===== config.mk =====
export PLATFORM = sky130hd
export DESIGN_NAME = mb_sequenciador
export DESIGN_NICKNAME = d
export VERILOG_FILES = /design/src/rtl/mb_sequenciador.sv
export SDC_FILE = /design/constraint.sdc
export NUM_CORES = 1
export LEC_CHECK = 0
export CORE_AREA = 2 2 74 76
export DETAILED_ROUTE_END_ITERATION = 6
export DIE_AREA = 0 0 76 78
export MAX_ROUTING_LAYER = met4
export PLACE_DENSITY = 0.75
export SKIP_CTS_REPAIR_TIMING = 1
export SYNTH_ARGS = -nofsm -noshare
export SYNTH_HDL_FRONTEND = slang
export SYNTH_SLANG_ARGS = --single-unit

===== constraint.sdc =====
create_clock -name CLK -period 2.6 [get_ports CLK]
set_input_delay 0.52 -clock CLK [delete_from_list [all_inputs] [get_ports CLK]]
set_output_delay 0.52 -clock CLK [all_outputs]
set_load 0.005 [all_outputs]

===== src/rtl/mb_sequenciador.sv =====
// mb_sequenciador: Multibanco ATM transaction controller (card, PIN, menu, balance, timeout).
module mb_sequenciador #(
    parameter logic [4:0] PIN_REF   = 5'd10,
    parameter logic [4:0] SALDO_INI = 5'd15,
    parameter logic [1:0] MAX_TENT  = 2'd3,
    parameter int         TMO_CYC   = 16,
    parameter int         MSG_CYC   = 4
) (
    input  logic       CLK,
    input  logic       RST_N,
    input  logic       CARD_IN,
    input  logic       ENTER,
    input  logic [1:0] OP,
    input  logic [4:0] PIN,
    input  logic [4:0] VAL,
    input  logic [5:0] COD,
    output logic [3:0] ECRA,
    output logic [4:0] SALDO,
    output logic [4:0] VAL_OUT,
    output logic [5:0] COD_OUT,
    output logic       PAR_OUT,
    output logic       DISPENSE,
    output logic       BLOQ
);
    localparam int TW = $clog2(TMO_CYC);
    localparam int MW = $clog2(MSG_CYC + 1);

    typedef enum logic [2:0] {S_IDLE, S_PIN, S_MENU, S_LEV, S_PAG, S_MSG, S_BLOQ} state_t;

    state_t st_q, st_d;
    logic [3:0] ecra_q, ecra_d, msg_q, msg_d;
    logic [4:0] saldo_q, saldo_d, val_q, val_d;
    logic [5:0] cod_q, cod_d;
    logic par_q, par_d, disp_q, disp_d, bloq_q, bloq_d;
    logic [1:0] att_q, att_d;
    logic [TW-1:0] tmo_q, tmo_d;
    logic [MW-1:0] mcnt_q, mcnt_d;
    logic timed, tmo_hit, bad_val, card_out;

    always_comb begin
        st_d     = st_q;
        msg_d    = msg_q;
        saldo_d  = saldo_q;
        val_d    = val_q;
        cod_d    = cod_q;
        par_d    = par_q;
        disp_d   = 1'b0;
        att_d    = att_q;
        timed    = st_q == S_PIN || st_q == S_MENU || st_q == S_LEV || st_q == S_PAG;
        tmo_hit  = timed && !ENTER && tmo_q == TW'(TMO_CYC - 1);
        card_out = st_q != S_IDLE && st_q != S_BLOQ && !CARD_IN;
        bad_val  = VAL == 5'd0 || VAL > saldo_q;
        if (card_out) begin
            st_d  = S_IDLE;
            att_d = 2'd0;
        end else if (tmo_hit) begin
            st_d  = S_MSG;
            msg_d = 4'd9;
            att_d = 2'd0;
        end else begin
            case (st_q)
                S_IDLE: begin
                    att_d = 2'd0;
                    if (CARD_IN) st_d = S_PIN;
                end
                S_PIN: if (ENTER) begin
                    if (PIN == PIN_REF) begin
                        st_d  = S_MENU;
                        att_d = 2'd0;
                    end else begin
                        att_d = att_q + 2'd1;
                        st_d  = (att_q + 2'd1 == MAX_TENT) ? S_BLOQ : S_MSG;
                        msg_d = 4'd2;
                    end
                end
                S_MENU: if (ENTER) begin
                    st_d  = OP == 2'd0 ? S_LEV : OP == 2'd1 ? S_PAG : OP == 2'd2 ? S_MSG : S_IDLE;
                    msg_d = 4'd10;
                end
                S_LEV: if (ENTER) begin
                    st_d  = S_MSG;
                    msg_d = bad_val ? 4'd7 : 4'd6;
                    if (!bad_val) begin
                        saldo_d = saldo_q - VAL;
                        val_d   = VAL;
                        disp_d  = 1'b1;
                    end
                end
                S_PAG: if (ENTER) begin
                    st_d  = S_MSG;
                    msg_d = (bad_val || COD == 6'd0) ? 4'd7 : 4'd6;
                    if (!bad_val && COD != 6'd0) begin
                        saldo_d = saldo_q - VAL;
                        val_d   = VAL;
                        cod_d   = COD;
                        par_d   = ^COD;
                    end
                end
                S_MSG: if (mcnt_q == MW'(MSG_CYC - 1))
                    st_d = msg_q == 4'd2 ? S_PIN : msg_q == 4'd9 ? S_IDLE : S_MENU;
                default: ;
            endcase
        end
        // Both counters restart whenever the state changes, so each state starts from zero
        tmo_d  = (st_d != st_q || ENTER) ? '0 : tmo_q + 1'b1;
        mcnt_d = (st_d != st_q) ? '0 : mcnt_q + 1'b1;
        ecra_d = st_d == S_PIN  ? 4'd1 :
                 st_d == S_MENU ? 4'd3 :
                 st_d == S_LEV  ? 4'd4 :
                 st_d == S_PAG  ? 4'd5 :
                 st_d == S_MSG  ? msg_d :
                 st_d == S_BLOQ ? 4'd8 : 4'd0;
        bloq_d = bloq_q || st_d == S_BLOQ;
    end

    always_ff @(posedge CLK or negedge RST_N) begin
        if (!RST_N) begin
            st_q    <= S_IDLE;
            ecra_q  <= 4'd0;
            msg_q   <= 4'd0;
            saldo_q <= SALDO_INI;
            val_q   <= 5'd0;
            cod_q   <= 6'd0;
            par_q   <= 1'b0;
            disp_q  <= 1'b0;
            bloq_q  <= 1'b0;
            att_q   <= 2'd0;
            tmo_q   <= '0;
            mcnt_q  <= '0;
        end else begin
            st_q    <= st_d;
            ecra_q  <= ecra_d;
            msg_q   <= msg_d;
            saldo_q <= saldo_d;
            val_q   <= val_d;
            cod_q   <= cod_d;
            par_q   <= par_d;
            disp_q  <= disp_d;
            bloq_q  <= bloq_d;
            att_q   <= att_d;
            tmo_q   <= tmo_d;
            mcnt_q  <= mcnt_d;
        end
    end

    assign ECRA     = ecra_q;
    assign SALDO    = saldo_q;
    assign VAL_OUT  = val_q;
    assign COD_OUT  = cod_q;
    assign PAR_OUT  = par_q;
    assign DISPENSE = disp_q;
    assign BLOQ     = bloq_q;
endmodule

# Yosys cells after proc, flatten, opt, wreduce, memory -nomap -nowiden
# Cells that the tools add are included.
dict set report totals {
  reg_bits 39
  input_bits 22
  out_inout_bits 23
  wordCells 126
}
dict set report op_classes {
  n_addsub 4
  n_lt_le_gt_ge 1
  eq_ne 26
  mux 53
  bitwise_logic 2
  reduce_logical 28
}
# op n
set ops {}
lappend ops {{$mux W4} 14}
lappend ops {{$mux W5} 8}
lappend ops {{$mux W3} 12}
lappend ops {{$pmux W5 S2} 2}
lappend ops {{$pmux W4 S4} 1}
lappend ops {{$eq A3 B2 Y1 const B} 5}
lappend ops {{$eq A3 B3 Y1 const B} 5}
lappend ops {{$pmux W3 S5} 1}
lappend ops {{$mux W2} 7}
lappend ops {{$eq A4 B4 Y1 const B} 2}
lappend ops {{$logic_or A1 B1 Y1} 7}
lappend ops {{$mux W1} 7}
lappend ops {{$reduce_and A7 Y1} 1}
lappend ops {{$eq A3 B1 Y1 const B} 2}
lappend ops {{$logic_not A6 Y1} 1}
lappend ops {{$ne A2 B2 Y1 const B} 3}
lappend ops {{$reduce_bool A6 Y1} 1}
lappend ops {{$reduce_xor A6 Y1} 1}
lappend ops {{$eq A5 B4 Y1 const B} 1}
lappend ops {{$gt A5 B5 Y1} 1}
lappend ops {{$logic_and A1 B1 Y1} 5}
lappend ops {{$logic_not A5 Y1} 1}
lappend ops {{$reduce_and A5 Y1} 1}
lappend ops {{$sub A5 B5 Y5} 1}
lappend ops {{other kinds (20)} 24}

# Depth between registers and ports, before layout
# Gate-level depths: netlist (run 1).
dict set report depth {
  word_depth 15
  mapped_depth 11
}

# Worst setup path before layout (run 1)
# No wires, ideal clock.
dict set report synth_path {
  path_kind {input to register}
  startpoint {input port VAL[2]}
  endpoint {register val_q[0], in the netlist VAL_OUT[0]}
  arrival_time_ns 2.195
  required_ns 2.473
  slack_ns 0.277
  stages 8
  n_path_buf 1
  path_cell_list {inv_1 ha_1 o21ai_0 a21oi_1 o311ai_0 a211o_1 buf_4 mux2_1}
}
dict set report synth_via {
  elab_chain_len 6
  elab_cells_between_ends 8
  cone_classes {order compare: 1; eq/ne: 2; reduce/logical: 5}
}
# item line
set synth_rtl {}
lappend synth_rtl {{from (decl)} 15} ;# input logic [4:0] VAL,
lappend synth_rtl {{$gt A5 B5 Y1 / $logic_not A5 Y1 (equally long branches)} 52} ;# bad_val = VAL == 5'd0 || VAL > saldo_q;
lappend synth_rtl {{$logic_or A1 B1 Y1 *} 52}
lappend synth_rtl {{$logic_not A1 Y1} 92} ;# if (!bad_val && COD != 6'd0) begin
lappend synth_rtl {{$logic_and A1 B1 Y1} 92}
lappend synth_rtl {{$ne A2 B1 Y1 (no source line)} --}
lappend synth_rtl {{$reduce_and A7 Y1 (no source line) *} --}
lappend synth_rtl {{to (signal assigned)} 135} ;# val_q <= val_d;
lappend synth_rtl {{to (decl)} 32} ;# logic [4:0] saldo_q, saldo_d, val_q, val_d;
# Every way passes the cells marked *; elsewhere a longest branch is shown, timed or not.
# A chain may end at the register's enable or synchronous reset.

# Worst setup path after layout (run 1)
dict set report layout_path {
  startpoint {input port VAL[3]}
  endpoint {register saldo_q[3], in the netlist SALDO[3]}
}
dict set report layout_via {
  elab_chain_len 6
  elab_cells_between_ends 14
  cone_classes {add/sub: 1; order compare: 1; eq/ne: 2; mux: 5; reduce/logical: 5}
}
# item line
set layout_rtl {}
lappend layout_rtl {{$gt A5 B5 Y1 / $logic_not A5 Y1 (equally long branches)} 52}
lappend layout_rtl {{$logic_or A1 B1 Y1} 52}
lappend layout_rtl {{$logic_not A1 Y1} 92}
lappend layout_rtl {{$logic_and A1 B1 Y1} 92}
lappend layout_rtl {{$ne A2 B1 Y1 (no source line)} --}
lappend layout_rtl {{$reduce_and A7 Y1 (no source line)} --}
lappend layout_rtl {{to (signal assigned)} 134} ;# saldo_q <= saldo_d;
lappend layout_rtl {{to (decl)} 32}
# Parallel ways exist; a longest one is shown, timed or not. The select of a mux whose other input is x is not followed.

==> impl_results.html, run 1 <==
<table>
<tr><th>Metric</th><th>Value</th></tr>
<tr><th colspan="2">Run status</th></tr>
<tr><td>Status</td><td>complete, no violations</td></tr>
<tr><th colspan="2">Detailed routing</th></tr>
<tr><td>Length of routed met3 wiring</td><td>260 µm</td></tr>
<tr><td>Routed wire length</td><td>5740 µm</td></tr>
<tr><td>Via count normalized by instance count</td><td>5.36</td></tr>
<tr><td>Post-DRT Antenna Nets</td><td>0</td></tr>
<tr><td>Count of TritonRoute iterations in the first routing pass</td><td>4</td></tr>
<tr><td>Length of routed wiring on met1</td><td>2560 µm</td></tr>
<tr><td>Amount of wire on met2 after detailed routing</td><td>approximately 2800 µm</td></tr>
<tr><td>Number of remaining DRC errors</td><td>0</td></tr>
<tr><td>Top Metal Used</td><td>met4</td></tr>
<tr><td>Via count</td><td>~2,200</td></tr>
<tr><td>Initial DRC Count</td><td>123</td></tr>
<tr><td>DR WL/cell</td><td>14.3 µm</td></tr>
<tr><th colspan="2">Global route</th></tr>
<tr><td>Overall routing resource usage</td><td>0.217</td></tr>
<tr><td>Vias in the first global route</td><td>2,228</td></tr>
<tr><td>Gr ovfl total</td><td>0</td></tr>
<tr><td>Number of antenna violations at the first check in global routing</td><td>0</td></tr>
<tr><td>First-pass GRT wire length</td><td>~10,000 µm</td></tr>
<tr><td>Largest net degree at the start of global routing</td><td>40</td></tr>
<tr><th colspan="2">Worst setup path</th></tr>
<tr><td>Critical-path cell with the highest stage delay</td><td>clkdlybuf4s50_1</td></tr>
<tr><td>Endpoint class of the critical path</td><td>register</td></tr>
<tr><td>Launch point of the worst reg-to-reg path</td><td>tmo_q[0]</td></tr>
<tr><td>Sum of buffers and inverters on the critical path</td><td>4</td></tr>
<tr><td>Type of element launching the critical path</td><td>input port</td></tr>
<tr><td>Worst path most repeated cell</td><td>buf_4</td></tr>
<tr><td>Critical path, cell by cell</td><td>clkdlybuf4s50_1 -&gt; inv_1 -&gt; ha_1 -&gt; o21ai_0 -&gt; a21oi_2 -&gt; o311ai_0 -&gt; buf_4 -&gt; a211o_1 -&gt; buf_4 -&gt; o31ai_2</td></tr>
<tr><td>Delay of the slowest cell on the worst path</td><td>~0.48 ns</td></tr>
<tr><td>Setup slack of the most critical reg-to-reg path</td><td>0.31 ns</td></tr>
<tr><td>Maximum fanout along the worst path</td><td>10</td></tr>
<tr><td>R2r endpoint</td><td>tmo_q[2]</td></tr>
<tr><td>Crit-path leading delay family</td><td>compound AO/OA/AOI/OAI gates</td></tr>
<tr><td>Setup Crit Path Kind</td><td>in -&gt; reg</td></tr>
<tr><td>Worst-case reg-to-reg path depth</td><td>8</td></tr>
<tr><td>Worst endpoint data arrival time</td><td>2.67 ns</td></tr>
<tr><td>Required time at the endpoint of the critical path</td><td>2.80 ns</td></tr>
<tr><th colspan="2">Timing</th></tr>
<tr><td>Final Max Slew Viols</td><td>0</td></tr>
<tr><td>Worst clock skew on the final layout</td><td>0.00495 ns</td></tr>
<tr><td>FMAX</td><td>405 MHz</td></tr>
<tr><td>Unrepaired setup endpoints after global routing</td><td>no</td></tr>
<tr><td>Total negative setup slack</td><td>0 ns</td></tr>
<tr><td>Transition time at the pin with the least slew margin</td><td>approximately 0.85 ns</td></tr>
<tr><td>Final-report hold violation count</td><td>0</td></tr>
<tr><td>Worst relative slew slack</td><td>0.431</td></tr>
<tr><td>Count of endpoints failing setup in the final report</td><td>0</td></tr>
<tr><td>Share of the clock period used by the worst path</td><td>0.950</td></tr>
<tr><td>Final worst path period need</td><td>2.47 ns</td></tr>
<tr><th colspan="2">Synthesis</th></tr>
<tr><td>Async S/R FF share, synth</td><td>1.00</td></tr>
<tr><td>Primary FF master, synth</td><td>dfrtp_1</td></tr>
<tr><td>Ys Warns</td><td>0</td></tr>
<tr><td>Sequential cell area fraction in the yosys report</td><td>0.397</td></tr>
<tr><td>Top area cells in the synthesized netlist</td><td>dfrtp_1 35%, ha_1 6.6%, dfstp_2 4.2%</td></tr>
<tr><td>Mean instance size in the synthesized netlist</td><td>9.70 µm²</td></tr>
<tr><td>Synth cell types</td><td>64</td></tr>
<tr><td>Synth area leader</td><td>dfrtp_1</td></tr>
<tr><td>Synthesized netlist net count</td><td>between 200 and 300</td></tr>
<tr><td>Cell with the most instances after synthesis</td><td>dfrtp_1</td></tr>
<tr><td>Number of instances in the synthesized netlist</td><td>255</td></tr>
<tr><td>Summed instance area of the synthesized netlist</td><td>approximately 2500 µm²</td></tr>
<tr><td>Top cell type's share of synthesized area</td><td>0.354</td></tr>
<tr><td>Number of flops mapped to enable cells by yosys</td><td>0</td></tr>
<tr><td>Top cells by count, synth</td><td>35 x dfrtp_1, 23 x inv_1, 16 x nand2_1</td></tr>
<tr><td>Flip-flop and latch count after synthesis</td><td>39</td></tr>
<tr><th colspan="2">Floorplan</th></tr>
<tr><td>Die Y-Extent</td><td>78 µm</td></tr>
<tr><td>Die Area</td><td>5930 µm²</td></tr>
<tr><td>Floorplan row count</td><td>26</td></tr>
<tr><td>Number of top-level design ports</td><td>45</td></tr>
<tr><td>Placeable core region</td><td>roughly 5000 µm²</td></tr>
<tr><td>Die outline width</td><td>between 70 and 80 µm</td></tr>
<tr><td>Starting Density</td><td>0.491</td></tr>
<tr><th colspan="2">Final layout</th></tr>
<tr><td>Area of the multi-input gates</td><td>1320 µm²</td></tr>
<tr><td>Final design area excluding fillers</td><td>between 3000 and 4000 µm²</td></tr>
<tr><td>Area added between synthesis and finish</td><td>33.1%</td></tr>
<tr><td>Sequential Area</td><td>slightly below 1000 µm²</td></tr>
<tr><td># fillers</td><td>405</td></tr>
<tr><td>Share of final-layout standard cells stronger than drive strength 1</td><td>0.232</td></tr>
<tr><td>Nets</td><td>~370</td></tr>
<tr><td>Antenna Diode Count</td><td>0</td></tr>
<tr><th colspan="2">Pwr</th></tr>
<tr><td>Power Dens Cells</td><td>914 nW/µm²</td></tr>
<tr><td>Maximum resistive drop on vdd</td><td>0.564 mV</td></tr>
<tr><td>Lkg Pwr</td><td>0.00146 µW</td></tr>
<tr><th colspan="2">CTS</th></tr>
<tr><td>CTS tree</td><td>done</td></tr>
<tr><td>Clock-pin slew on the worst setup and hold paths</td><td>0.07 ns</td></tr>
<tr><td>Maximum buffer depth of the clock tree</td><td>2</td></tr>
<tr><td>Clock insertion delay at the later pin of the skew report</td><td>between 0.2 and 0.3 ns</td></tr>
<tr><td>Number of levels the H-tree was split into</td><td>2</td></tr>
<tr><td>Master cell of the clock root buffer</td><td>clkbuf_8</td></tr>
<tr><td>Number of buffers inserted during clock tree synthesis</td><td>5</td></tr>
<tr><td>Clock net sink count</td><td>39</td></tr>
<tr><th colspan="2">Placement</th></tr>
<tr><td>Final HPWL DP</td><td>around 4300 µm</td></tr>
<tr><td>Count of buffers from port buffering</td><td>between 40 and 50</td></tr>
<tr><td>Area of placed instances</td><td>3200 µm²</td></tr>
<tr><td>Final weighted congestion of routability-driven global placement</td><td>0.879</td></tr>
<tr><th colspan="2">Job</th></tr>
<tr><td>Number of maximum-capacitance constraint violations</td><td>0</td></tr>
<tr><th colspan="2">Worst hold path</th></tr>
<tr><td>Hold WC Path Type</td><td>in -&gt; async</td></tr>
</table>
-- registers in the layout (all words and copies together) (netlist names) --
signal    cells
SALDO         5
COD_OUT       6
att_q         2
msg_q         4
tmo_q         4
BLOQ          1
VAL_OUT       5
ECRA          4
mcnt_q        3
PAR_OUT       1
st_q          3
DISPENSE      1
-- how the worst max path moves through the flow --
| stage | slack [ns] | cells past startpoint | startpoint | endpoint |
|---|---|---|---|---|
| floorplan | 0.28 | 8 | VAL[2] | VAL_OUT[0] |
| global placement | -0.17 | 7 | PIN[1] | mcnt_q[1] |
| detailed placement | -0.21 | 8 | PIN[1] | tmo_q[3] |
| CTS | 0.05 | 10 | VAL[1] | SALDO[3] |
| global route | 0.01 | 10 | VAL[1] | ECRA[0] |
| finish | 0.13 | 10 | VAL[3] | SALDO[3] |
-- cells in the final DEF, fill, tap and decap left out, drive strengths merged, types with 6 or more instances in the layout --
| master | synthesis | final |
|---|---|---|
| nand2b | 8 | 8 |
| mux2 | 8 | 8 |
| nand2 | 16 | 16 |
| ha | 13 | 13 |
| a21oi | 9 | 9 |
| dfrtp | 35 | 35 |
| nor3 | 11 | 11 |
| buf | 11 | 40 |
| nor4 | 6 | 6 |
| clkdlybuf4s50 | 0 | 43 |
| nor2 | 11 | 11 |
| o21ai | 23 | 23 |
| inv | 23 | 23 |
| clkbuf | 3 | 7 |
-- final cells by class --
cell class,instances,share of cell area
clock buffer,7,0.0232
clock inverter,1,0.00152
inverter,24,0.0277
multi-input combinational,178,0.402
sequential,39,0.298
tap,70,0.0266
timing repair buffer,83,0.221
-- stage by stage --
step | std cells | utilization | hold slack (ns) | worst slack [ns] | total power [µW]
after global routing | 402 | 0.653 | 0.419 | 0.0102 | 3240
after CTS | 402 | 0.651 | 0.364 | 0.0527 | 3000
final | 402 | 0.653 | 0.332 | 0.130 | 3010
after floorplan | 255 | - | 0.224 | 0.277 | 1900
after global placement | 394 | 0.635 | 0.433 | -0.171 | 2550
after detailed placement | 394 | 0.635 | 0.447 | -0.212 | 2580
-- routing by layer --
metal / up-vias / track usage
met5: - / -
met4: 0 / 0.0945
met3: 13 / 0.0384
met2: 60 / 0.355
met1: 1019 / 0.266
li1: 1061 / -
-- power breakdown --
group	total [µW]	internal [µW]	switching, µW
logic	1620	862	759
registers	990	830	160
clock network	398	188	210
total	3010	1880	1130
-- worst reg2reg max path, cell delays in order, from the launching register on --
cell	delay [ns]
dfrtp_1	0.40
ha_1	0.24
and4b_1	0.24
a21boi_4	0.14
or2_1	0.29
buf_4	0.18
o21ai_1	0.23
o2111ai_4	0.24
nor4_2	0.25
-- cell families after synthesis --
kind of cell	share of synthesized area
mux	0.0364
simple gates	0.196
flops	0.397
fa+ha+maj	0.0739
buf+inv	0.0728
xor+xnor	0.0248
compound gates	0.199
Power figures use the tool's default switching activity.
==> run 2: changes to the inputs <==
Settings changed: TNS_END_PERCENT from default to 100.
==> results of run 2 <==
Same layout as run 1: the final DEF is identical, and so are final timing and power.
